[src/rtl/alu_pkg.sv]
// -----------------------------------------------------------------------------
// alu_pkg
// Shared definitions for the ALU arbiter slice: ALU opcode encodings, the
// arbiter FSM state encoding and the arbitration helper used to pick a winner.
// No ports (package).
// -----------------------------------------------------------------------------
package alu_pkg;

    localparam logic [2:0] OP_ZERO = 3'b000;
    localparam logic [2:0] OP_AND  = 3'b001;
    localparam logic [2:0] OP_OR   = 3'b010;
    localparam logic [2:0] OP_XOR  = 3'b011;
    localparam logic [2:0] OP_NOTA = 3'b100;
    localparam logic [2:0] OP_SUB  = 3'b101;
    localparam logic [2:0] OP_ADD  = 3'b110;
    localparam logic [2:0] OP_ONES = 3'b111;

    typedef enum logic [1:0] {
        ST_IDLE = 2'd0,
        ST_EXEC = 2'd1,
        ST_RESP = 2'd2
    } state_t;

    // Returns the winning port (0/1). Only meaningful when at least one request
    // is high. With both requesting, round-robin hands the slot to the port that
    // was not granted last; fixed priority always favours port 0.
    function automatic logic pick_winner(input logic req0,
                                         input logic req1,
                                         input logic last,
                                         input logic fixed_prio);
        if (req0 && req1) begin
            return fixed_prio ? 1'b0 : ~last;
        end
        return req1 & ~req0;
    endfunction

endpackage

[src/rtl/alu_arbiter_if.sv]
// -----------------------------------------------------------------------------
// alu_arbiter_if
// Bundles the two requester ports and the result port of the ALU arbiter.
//   req0/A0/B0/Sel0, req1/A1/B1/Sel1 : requests, operands and opcodes
//   gnt0/gnt1                        : one-cycle grant pulses
//   y/valid/id/ack                   : result, result-valid, owner port, accept
//   zf/cf                            : result flags (only with ALU_ARB_FLAGS_EN)
// Modports: master = clients/consumer side, slave = arbiter side.
// -----------------------------------------------------------------------------
interface alu_arbiter_if #(
    parameter int WIDTH = 8
);
    logic             req0;
    logic [WIDTH-1:0] A0;
    logic [WIDTH-1:0] B0;
    logic [2:0]       Sel0;
    logic             req1;
    logic [WIDTH-1:0] A1;
    logic [WIDTH-1:0] B1;
    logic [2:0]       Sel1;
    logic             gnt0;
    logic             gnt1;
    logic [WIDTH-1:0] y;
    logic             valid;
    logic             id;
    logic             ack;
`ifdef ALU_ARB_FLAGS_EN
    logic             zf;
    logic             cf;

    modport master (
        output req0, A0, B0, Sel0, req1, A1, B1, Sel1, ack,
        input  gnt0, gnt1, y, valid, id, zf, cf
    );

    modport slave (
        input  req0, A0, B0, Sel0, req1, A1, B1, Sel1, ack,
        output gnt0, gnt1, y, valid, id, zf, cf
    );
`else
    modport master (
        output req0, A0, B0, Sel0, req1, A1, B1, Sel1, ack,
        input  gnt0, gnt1, y, valid, id
    );

    modport slave (
        input  req0, A0, B0, Sel0, req1, A1, B1, Sel1, ack,
        output gnt0, gnt1, y, valid, id
    );
`endif
endinterface

[src/rtl/alu_core.sv]
// -----------------------------------------------------------------------------
// alu_core
// Purely combinational WIDTH-bit ALU shared by both arbiter ports.
//   a, b : operands
//   sel  : opcode (fully decoded, see alu_pkg)
//   y    : result; add/subtract wrap modulo 2^WIDTH
//   cf   : carry-out for ADD, borrow (a < b unsigned) for SUB, 0 otherwise
// -----------------------------------------------------------------------------
module alu_core
    import alu_pkg::*;
#(
    parameter int WIDTH = 8
) (
    input  logic [WIDTH-1:0] a,
    input  logic [WIDTH-1:0] b,
    input  logic [2:0]       sel,
    output logic [WIDTH-1:0] y,
    output logic             cf
);
    logic [WIDTH:0] sum;
    logic [WIDTH:0] diff;

    // One extra bit on each: the MSB of the sum is the carry, and the MSB of the
    // zero-extended difference is set exactly when a < b (the borrow).
    assign sum  = {1'b0, a} + {1'b0, b};
    assign diff = {1'b0, a} - {1'b0, b};

    always_comb begin
        y  = '0;
        cf = 1'b0;
        case (sel)
            OP_ZERO: y = '0;
            OP_AND:  y = a & b;
            OP_OR:   y = a | b;
            OP_XOR:  y = a ^ b;
            OP_NOTA: y = ~a;
            OP_SUB: begin
                y  = diff[WIDTH-1:0];
                cf = diff[WIDTH];
            end
            OP_ADD: begin
                y  = sum[WIDTH-1:0];
                cf = sum[WIDTH];
            end
            OP_ONES: y = '1;
            default: y = '0;
        endcase
    end

endmodule

[src/rtl/alu_arbiter.sv]
// -----------------------------------------------------------------------------
// alu_arbiter
// Shares one combinational ALU (alu_core) between two requesters. The winner's
// operands are latched on grant, executed one cycle later, and the registered
// result is held until acknowledged. One operation in flight at a time.
//   clk  : clock, all state updates on the rising edge
//   rst  : synchronous reset, active-high
//   bus  : alu_arbiter_if.slave (requests, operands, grants, result, ack)
// Parameters:
//   WIDTH     operand/result width
//   PRIO_MODE 0 = round-robin, 1 = fixed priority with port 0 winning
// Optional feature: define ALU_ARB_FLAGS_EN to add registered zf/cf outputs.
//
// state   | meaning
// --------+---------------------------------------------------------------
// ST_IDLE | waiting for a request; on any req, grant winner and latch ops
// ST_EXEC | latched operands at the ALU; capture result into y/valid/id
// ST_RESP | result held stable until ack, then back to ST_IDLE
// -----------------------------------------------------------------------------
module alu_arbiter
    import alu_pkg::*;
#(
    parameter int WIDTH     = 8,
    parameter int PRIO_MODE = 0
) (
    input  logic         clk,
    input  logic         rst,
    alu_arbiter_if.slave bus
);
    localparam logic FIXED_PRIO = (PRIO_MODE == 1);

    state_t           state_q;
    state_t           state_d;
    logic             grant;
    logic             win;

    // Last granted port; doubles as the owner of the operation in flight.
    // Resets to port 1 so that port 0 wins the first contest.
    logic             last_q;

    logic [WIDTH-1:0] a_q;
    logic [WIDTH-1:0] b_q;
    logic [2:0]       sel_q;
    logic             gnt0_q;
    logic             gnt1_q;
    logic [WIDTH-1:0] y_q;
    logic             valid_q;
    logic             id_q;

    logic [WIDTH-1:0] alu_y;
    logic             alu_cf;

    alu_core #(
        .WIDTH (WIDTH)
    ) u_alu_core (
        .a   (a_q),
        .b   (b_q),
        .sel (sel_q),
        .y   (alu_y),
        .cf  (alu_cf)
    );

    always_comb begin
        state_d = state_q;
        grant   = 1'b0;
        win     = pick_winner(bus.req0, bus.req1, last_q, FIXED_PRIO);
        case (state_q)
            ST_IDLE: begin
                if (bus.req0 || bus.req1) begin
                    grant   = 1'b1;
                    state_d = ST_EXEC;
                end
            end
            ST_EXEC: state_d = ST_RESP;
            ST_RESP: begin
                // ack drops valid on this edge; the next grant can only come
                // from ST_IDLE one cycle later.
                if (bus.ack) begin
                    state_d = ST_IDLE;
                end
            end
            default: state_d = ST_IDLE;
        endcase
    end

    always_ff @(posedge clk) begin
        if (rst) begin
            state_q <= ST_IDLE;
            last_q  <= 1'b1;
            a_q     <= '0;
            b_q     <= '0;
            sel_q   <= OP_ZERO;
            gnt0_q  <= 1'b0;
            gnt1_q  <= 1'b0;
            y_q     <= '0;
            valid_q <= 1'b0;
            id_q    <= 1'b0;
        end else begin
            state_q <= state_d;
            gnt0_q  <= grant & ~win;
            gnt1_q  <= grant & win;
            if (grant) begin
                a_q    <= win ? bus.A1 : bus.A0;
                b_q    <= win ? bus.B1 : bus.B0;
                sel_q  <= win ? bus.Sel1 : bus.Sel0;
                last_q <= win;
            end
            if (state_q == ST_EXEC) begin
                y_q     <= alu_y;
                valid_q <= 1'b1;
                id_q    <= last_q;
            end else if (state_q == ST_RESP && bus.ack) begin
                valid_q <= 1'b0;
            end
        end
    end

    assign bus.gnt0  = gnt0_q;
    assign bus.gnt1  = gnt1_q;
    assign bus.y     = y_q;
    assign bus.valid = valid_q;
    assign bus.id    = id_q;

`ifdef ALU_ARB_FLAGS_EN
    logic zf_q;
    logic cf_q;

    always_ff @(posedge clk) begin
        if (rst) begin
            zf_q <= 1'b0;
            cf_q <= 1'b0;
        end else if (state_q == ST_EXEC) begin
            zf_q <= (alu_y == '0);
            cf_q <= alu_cf;
        end
    end

    assign bus.zf = zf_q;
    assign bus.cf = cf_q;
`else
    // Carry/borrow has no consumer without the flag outputs.
    logic unused_cf;
    assign unused_cf = alu_cf;
`endif

endmodule

[src/flat_wrapper.sv]
// flat-port wrapper written by rule: the top's interface ports become plain ports
module alu_arbiter_flat import alu_pkg::*;
#(
    parameter int WIDTH     = 8,
    parameter int PRIO_MODE = 0
)
  (clk, rst, bus_req0, bus_A0, bus_B0, bus_Sel0, bus_req1, bus_A1, bus_B1, bus_Sel1, bus_ack, bus_gnt0, bus_gnt1, bus_y, bus_valid, bus_id);
  alu_arbiter_if #(.WIDTH(WIDTH)) bus_i ();
  input  logic clk;
  input  logic rst;
  input wire logic [$bits(bus_i.req0)-1:0] bus_req0;
  input wire logic [$bits(bus_i.A0)-1:0] bus_A0;
  input wire logic [$bits(bus_i.B0)-1:0] bus_B0;
  input wire logic [$bits(bus_i.Sel0)-1:0] bus_Sel0;
  input wire logic [$bits(bus_i.req1)-1:0] bus_req1;
  input wire logic [$bits(bus_i.A1)-1:0] bus_A1;
  input wire logic [$bits(bus_i.B1)-1:0] bus_B1;
  input wire logic [$bits(bus_i.Sel1)-1:0] bus_Sel1;
  input wire logic [$bits(bus_i.ack)-1:0] bus_ack;
  output wire logic [$bits(bus_i.gnt0)-1:0] bus_gnt0;
  output wire logic [$bits(bus_i.gnt1)-1:0] bus_gnt1;
  output wire logic [$bits(bus_i.y)-1:0] bus_y;
  output wire logic [$bits(bus_i.valid)-1:0] bus_valid;
  output wire logic [$bits(bus_i.id)-1:0] bus_id;
  assign bus_i.req0 = bus_req0;
  assign bus_i.A0 = bus_A0;
  assign bus_i.B0 = bus_B0;
  assign bus_i.Sel0 = bus_Sel0;
  assign bus_i.req1 = bus_req1;
  assign bus_i.A1 = bus_A1;
  assign bus_i.B1 = bus_B1;
  assign bus_i.Sel1 = bus_Sel1;
  assign bus_i.ack = bus_ack;
  assign bus_gnt0 = bus_i.gnt0;
  assign bus_gnt1 = bus_i.gnt1;
  assign bus_y = bus_i.y;
  assign bus_valid = bus_i.valid;
  assign bus_id = bus_i.id;
  alu_arbiter #(.WIDTH(WIDTH), .PRIO_MODE(PRIO_MODE)) u_core (.clk(clk), .rst(rst), .bus(bus_i));
endmodule
[config.mk]
export PLATFORM = sky130hd
export DESIGN_NAME = alu_arbiter_flat
export DESIGN_NICKNAME = d
export VERILOG_FILES = /design/src/rtl/alu_pkg.sv /design/src/rtl/alu_arbiter_if.sv /design/src/rtl/alu_core.sv /design/src/rtl/alu_arbiter.sv /design/src/flat_wrapper.sv
export SDC_FILE = /design/constraint.sdc
export NUM_CORES = 1
export LEC_CHECK = 0
export CORE_ASPECT_RATIO = 0.75
export CORE_MARGIN = 3
export CORE_UTILIZATION = 65
export DETAILED_ROUTE_END_ITERATION = 16
export DONT_BUFFER_PORTS = 1
export PLACE_DENSITY_LB_ADDON = 0.2
export SLEW_MARGIN = 20
export SYNTH_ARGS = -nofsm -noshare
export SYNTH_HDL_FRONTEND = slang
export SYNTH_HIERARCHICAL = 1
export SYNTH_SLANG_ARGS = --single-unit
[constraint.sdc]
create_clock -name clk -period 4.1 [get_ports clk]
set_input_delay 0 -clock clk [delete_from_list [all_inputs] [get_ports clk]]
set_output_delay 0 -clock clk [all_outputs]
set_load 0.02 [all_outputs]
==> impl_metrics.csv, run 1 <==
group,metric,value,unit
final_layout,multi_input_area,0.00169,mm²
clock_network,clk_latency,0.29,ns
place,pre_cts_slack,1.71,ns
place,dp_cells,369,
synthesis,synthesis.nets,409,
power_and_ir_drop,pwr-share-seq,0.344,
sta,fmax,390,MHz
detailed_routing,drtIter0Drc,552,
power_and_ir_drop,swShare,0.372,
sta,worst_slew_pin_slew,0.957,ns
final_layout,synthToLayoutAreaGrowth,19.0,%
global_routing,grt_first_pass_wirelength,13.4,mm
power_and_ir_drop,power_frac_comb,0.365,
synthesis,avgSynthCellArea,7.59,µm²
sta,finalHoldViolCount,0,
power_and_ir_drop,clockPowerShare,0.291,
final_layout,final_util,0.826,
clock_network,cts_max_level,2,
critical_path,cp-start-kind,"flop",
clock_network,clkSinkCount,34,
sta,setup_viol,0,
final_layout,diodes,0,
status,outcome,"finished, final reports clean",
detailed_routing,vias_per_cell,6.94,
sta,rsz0062_at_grt,"false",
final_layout,layoutNonFillerInstCount,417,
clock_network,path_clk_slew,0.08,ns
place,io_buffers,0,
final_layout,final_cell_mix,"nand2_1 (72), a21oi_1 (39), dlygate4sd3_1 (39), dfxtp_1 (34), ha_1 (23)",
place,gp_congestion,1.01,
critical_path,cp_max_fo,4,
critical_path,slowest_delay,0.46,ns
floorplanning,start_util,0.694,
floorplanning,die_area,0.00478,mm²
floorplanning,num_rows,19,
place,dp_hpwl,4.82,mm
final_layout,mostFrequentLayoutCell,"nand2_1",
global_routing,track_usage,0.364,
global_routing,grt_pass1_vias,2650,
power_and_ir_drop,power_leakage,1.25,nW
worst_hold_path,hold_path_class,"input pin to flop",
final_layout,seq_area,681,µm²
final_layout,fillers,203,
power_and_ir_drop,powerDensity,418,mW/mm²
sta,slew_viol_final,0,
power_and_ir_drop,irDropWorstVdd,310,µV
detailed_routing,drcViolationCount,0,
global_routing,grt_max_degree,35,
critical_path,worstSetupEndpointType,"flop",
floorplanning,die_h,60.7,µm
sta,setup_ws,1.54,ns
clock_network,root_buffer,"clkbuf_8",
sta,tns,0,ns
detailed_routing,ant_nets,0,
floorplanning,die_x,78.9,µm
synthesis,yosys_warnings,6,
critical_path,crit_slowest_cell,"fa_1",
sta,period_needed,2.56,ns
clock_network,cts_tree,"built",
sta,relSlewSlack,0.362,
detailed_routing,totalWireLength,8.58,mm
detailed_routing,drt_pass1_iterations,6,
synthesis,netlist_area,0.00259,mm²
power_and_ir_drop,intPower,0.000809,W
power_and_ir_drop,p_switching,0.000478,W
critical_path,crit_buf_inv,1,
clock_network,cts_buffer_depth,2,
detailed_routing,wl_per_cell,20.6,µm
final_layout,final_layout_size_suffix_gt1_frac,0.0740,
floorplanning,coreArea,0.00373,mm²
clock_network,cts_buffers,5,
critical_path,crit_required,4.31,ns
global_routing,overflow,0,
critical_path,crit_family,"compound AO/OA/AOI/OAI gates",
synthesis,synth_cells,341,
critical_path,crit_type,"flop to flop",
detailed_routing,num_vias,2892,
flow_run,cap_violations,0,
critical_path,arrival,2.78,ns
sta,finalClockSkew,0.00917,ns
critical_path,crit_chain,"inv_1 > ha_1 > fa_1 > o21bai_2 > a221oi_1 > o21bai_1 > xnor2_1 > o2111a_1 > o22ai_1 > nand2_1 > a21oi_1",
floorplanning,io_pins,55,
global_routing,antenna_found_initial,0,
final_layout,nets,432,
sta,post-route-period-util,0.626,
-- registers in the layout (all words and copies together), names as in the netlist --
name and count:
u_core/bus.valid 1, u_core/last_q 1, u_core/bus.id 1, u_core/bus.y 8, u_core/b_q 8, u_core/state_q 2, u_core/bus.gnt1 1, u_core/bus.gnt0 1
u_core/a_q 8, u_core/sel_q 3
-- worst register-to-register path, stage by stage, from the launching register on --
cell and delay, ns:
dfxtp_1 0.41, inv_1 0.10, ha_1 0.25, fa_1 0.46
o21bai_2 0.19, a221oi_1 0.11, o21bai_1 0.19, xnor2_1 0.09
o2111a_1 0.24, o22ai_1 0.18, nand2_1 0.08, a21oi_1 0.19
-- final timing paths --
kind	startpoint	end	slack (ns)	depth (start not counted)
min	bus_req0	u_core/bus.gnt1$_SDFF_PP0_	0.21	2
max reg2reg	u_core/a_q[0]$_SDFFE_PP0P_	u_core/bus.y[6]$_SDFFE_PP0P_	1.54	11
min reg2reg	u_core/last_q$_SDFFE_PP1P_	u_core/bus.id$_SDFFE_PP0P_	0.53	2
max	u_core/a_q[0]$_SDFFE_PP0P_	u_core/bus.y[6]$_SDFFE_PP0P_	1.54	11
-- per-layer routing --
metal,track usage,vias up,wire (µm)
li1,-,1257,-
met1,0.470,1327,3270
met2,0.602,264,3990
met3,0.0905,44,1020
met4,0.135,0,297
met5,0,-,0
-- timing repair --
| item | in CTS | in global routing |
|---|---|---|
| hold buffers | 40 | 0 |
| hold endpoints to repair | 34 | 0 |
| buffers inserted | 0 | 0 |
| gates resized for setup | 0 | 0 |
-- per-stage QoR --
stage	area [µm²]	total power, W	hold slack, ns
floorplan	2590	0.000746	0.160
global placement	2530	0.000808	0.0717
detailed placement	2530	0.000816	0.0741
CTS	3080	0.00124	0.187
global route	3080	0.00134	0.214
finish	3080	0.00129	0.208
-- area by class of cell --
class	count	area share
Multi-Input combinational cell	259	0.549
Sequential cell	34	0.221
Timing Repair Buffer	42	0.138
Inverter	22	0.0268
Clock buffer	5	0.0223
Clock inverter	3	0.0223
Tap cell	52	0.0211
-- power groups by stage --
| stage | clock [W] | combinational, W | sequential, W |
|---|---|---|---|
| final | 0.000375 | 0.000469 | 0.000443 |
| after global routing | 0.000389 | 0.000503 | 0.000448 |
| after CTS | 0.000379 | 0.000426 | 0.000438 |
| after detailed placement | 0 | 0.000370 | 0.000445 |
| after global placement | 0 | 0.000366 | 0.000442 |
| after floorplan | 0 | 0.000330 | 0.000416 |
(Power assumes the default switching activity.)
==> run 2, diff against run 1 <==
CORE_UTILIZATION = 58   (was 65)
clock period = 2.1 ns   (was 4.1 ns; I/O delays follow)
==> run 2 against run 1 <==
Non-clock buffer count grew 42. Sequential cell count unchanged. Register-to-register slack got worse by 1.6 ns. Critical path depth increased by 2. Sequential power grew 86%. Core utilization is 1.1 points higher. Hold slack lost 0.036 ns. Critical path type unchanged. The flow now finishes with violations (setup timing). Setup slack worse by 1.6 ns. Combinational power rose to 2.6 times the previous value.
==> impl_metrics.csv, run 2 (synthesis results as in run 1) <==
group,metric,value,unit
status,outcome,"complete, but fails checks",
status,violations,"setup timing",
critical_path,cp_max_fo,3,
global_routing,antenna_found_initial,0,
global_routing,grt_first_pass_wirelength,14.4,mm
power_and_ir_drop,intPower,0.00167,W
detailed_routing,drtIter0Drc,343,
clock_network,clkSinkCount,34,
final_layout,diodes,0,
sta,relSlewSlack,0.439,
power_and_ir_drop,power_frac_comb,0.462,
power_and_ir_drop,pwr-share-seq,0.308,
floorplanning,coreArea,0.00418,mm²
sta,setup_ws,-0.0765,ns
flow_run,cap_violations,0,
power_and_ir_drop,p_switching,0.00101,W
power_and_ir_drop,swShare,0.377,
critical_path,cp-start-kind,"flop",
critical_path,crit_buf_inv,4,
global_routing,grt_use_met1,0.446,
clock_network,cts_max_level,2,
floorplanning,num_rows,20,
global_routing,grt_use_met3,0.0773,
detailed_routing,vias_per_cell,6.61,
detailed_routing,wl_per_cell,21.5,µm
power_and_ir_drop,power_leakage,1.45,nW
floorplanning,die_x,83.1,µm
worst_hold_path,hold_path_class,"input pin to flop",
critical_path,arrival,2.39,ns
sta,setup_viol,3,
detailed_routing,drt_pass1_iterations,7,
final_layout,mostFrequentLayoutCell,"nand2_1",
sta,finalHoldViolCount,0,
final_layout,final_cell_mix,"nand2_1 (72), buf_4 (46), a21oi_1 (35), dlygate4sd3_1 (35), dfxtp_1 (30)",
floorplanning,start_util,0.619,
power_and_ir_drop,irDropWorstVdd,765,µV
floorplanning,die_h,63.9,µm
global_routing,grt_max_degree,31,
detailed_routing,ant_nets,0,
place,dp_cells,414,
sta,worst_slew_pin_slew,0.840,ns
sta,fmax,459,MHz
place,io_buffers,0,
clock_network,cts_tree,"built",
sta,rsz0062_at_grt,"true",
global_routing,grtUsageMet2,0.550,
detailed_routing,drcViolationCount,0,
final_layout,nets,474,
clock_network,cts_buffer_depth,2,
final_layout,synthToLayoutAreaGrowth,35.1,%
critical_path,crit_slowest_cell,"fa_2",
floorplanning,io_pins,55,
critical_path,crit_chain,"inv_2 > ha_4 > fa_2 > o21bai_4 > buf_4 > buf_6 > buf_6 > a21oi_4 > o32ai_2 > nand2_1 > o211ai_1 > nand2_1 > a21oi_1",
sta,slew_viol_final,0,
critical_path,slowest_delay,0.42,ns
power_and_ir_drop,clockPowerShare,0.231,
floorplanning,die_area,0.00531,mm²
final_layout,final_layout_size_suffix_gt1_frac,0.232,
detailed_routing,totalWireLength,9.93,mm
critical_path,worstSetupEndpointType,"flop",
power_and_ir_drop,powerDensity,768,mW/mm²
clock_network,root_buffer,"clkbuf_8",
critical_path,crit_type,"flop to flop",
clock_network,cts_buffers,5,
final_layout,seq_area,686,µm²
final_layout,fillers,232,
global_routing,grt_busiest_layer,"met2",
sta,period_needed,2.18,ns
final_layout,multi_input_area,0.00181,mm²
global_routing,overflow,0,
sta,tns,-0.148,ns
critical_path,crit_required,2.32,ns
sta,finalClockSkew,0.00869,ns
final_layout,layoutNonFillerInstCount,461,
critical_path,crit_family,"compound AO/OA/AOI/OAI gates",
global_routing,track_usage,0.341,
sta,post-route-period-util,1.04,
place,gp_congestion,0.946,
global_routing,grt_pass1_vias,2773,
clock_network,path_clk_slew,0.07,ns
detailed_routing,num_vias,3046,
clock_network,clk_latency,0.28,ns
place,dp_hpwl,5.71,mm
==> run 2: final timing paths <==
check                          startpoint                      endpoint  slack (ns)  depth (start not counted)
max reg2reg    u_core/a_q[0]$_SDFFE_PP0P_  u_core/bus.y[4]$_SDFFE_PP0P_       -0.08                         13
min reg2reg  u_core/bus.y[4]$_SDFFE_PP0P_  u_core/bus.y[4]$_SDFFE_PP0P_        0.55                          2
min                              bus_req0    u_core/a_q[3]$_SDFFE_PP0P_        0.17                          4
max            u_core/a_q[0]$_SDFFE_PP0P_  u_core/bus.y[4]$_SDFFE_PP0P_       -0.08                         13
==> run 2: layout make-up <==
type,count,share of cell area
multi-input combinational,259,0.517
timing repair buffer,84,0.211
sequential,34,0.196
clock buffer,6,0.0236
inverter,22,0.0236
tap,55,0.0197
clock inverter,1,0.00859
==> run 2: what timing repair did <==
| action | in CTS | in global routing |
|---|---|---|
| hold endpoints to repair | 34 | 0 |
| gates cloned | 0 | 0 |
| setup buffers | 0 | 5 |
| pin swaps | 0 | 9 |
| setup endpoints to repair | 3 | 12 |
| gates resized for setup | 6 | 22 |
| hold buffers | 36 | 0 |
==> run 2: power groups by stage <==
stage / logic [W] / registers, W / clock network, W
global route: 0.00133 / 0.000832 / 0.000647
CTS: 0.00105 / 0.000814 / 0.000616
floorplan: 0.000645 / 0.000812 / 0
global placement: 0.000929 / 0.000824 / 0
finish: 0.00124 / 0.000826 / 0.000620
detailed placement: 0.000949 / 0.000828 / 0
==> run 2: worst register-to-register path: cells and delay by family (launching register included) <==
family,cells,cell delay [ns]
and+or+nand+nor,2,0.16
adders and majority gates,2,0.59
buffers and inverters,4,0.37
AOI/OAI and AO/OA,5,0.64
DFF,1,0.36
==> run 2: per-layer routing <==
metal,up-vias,share of wire
met1,1399,0.38
met4,0,0.062
met2,240,0.44
li1,1333,-
met3,74,0.11
met5,-,0
==> run 2: stage by stage <==
stage	hold WS, ns	worst slack (ns)	utilization	cell area [µm²]	total power (W)
global route	0.197	-0.183	0.837	3500	0.00280
CTS	0.113	-0.00840	0.805	3360	0.00248
global placement	0.0734	-0.00329	0.683	2850	0.00175
floorplan	0.160	0.0721	-	2590	0.00146
detailed placement	0.0745	-0.0579	0.683	2850	0.00178
finish	0.172	-0.0765	0.837	3500	0.00269
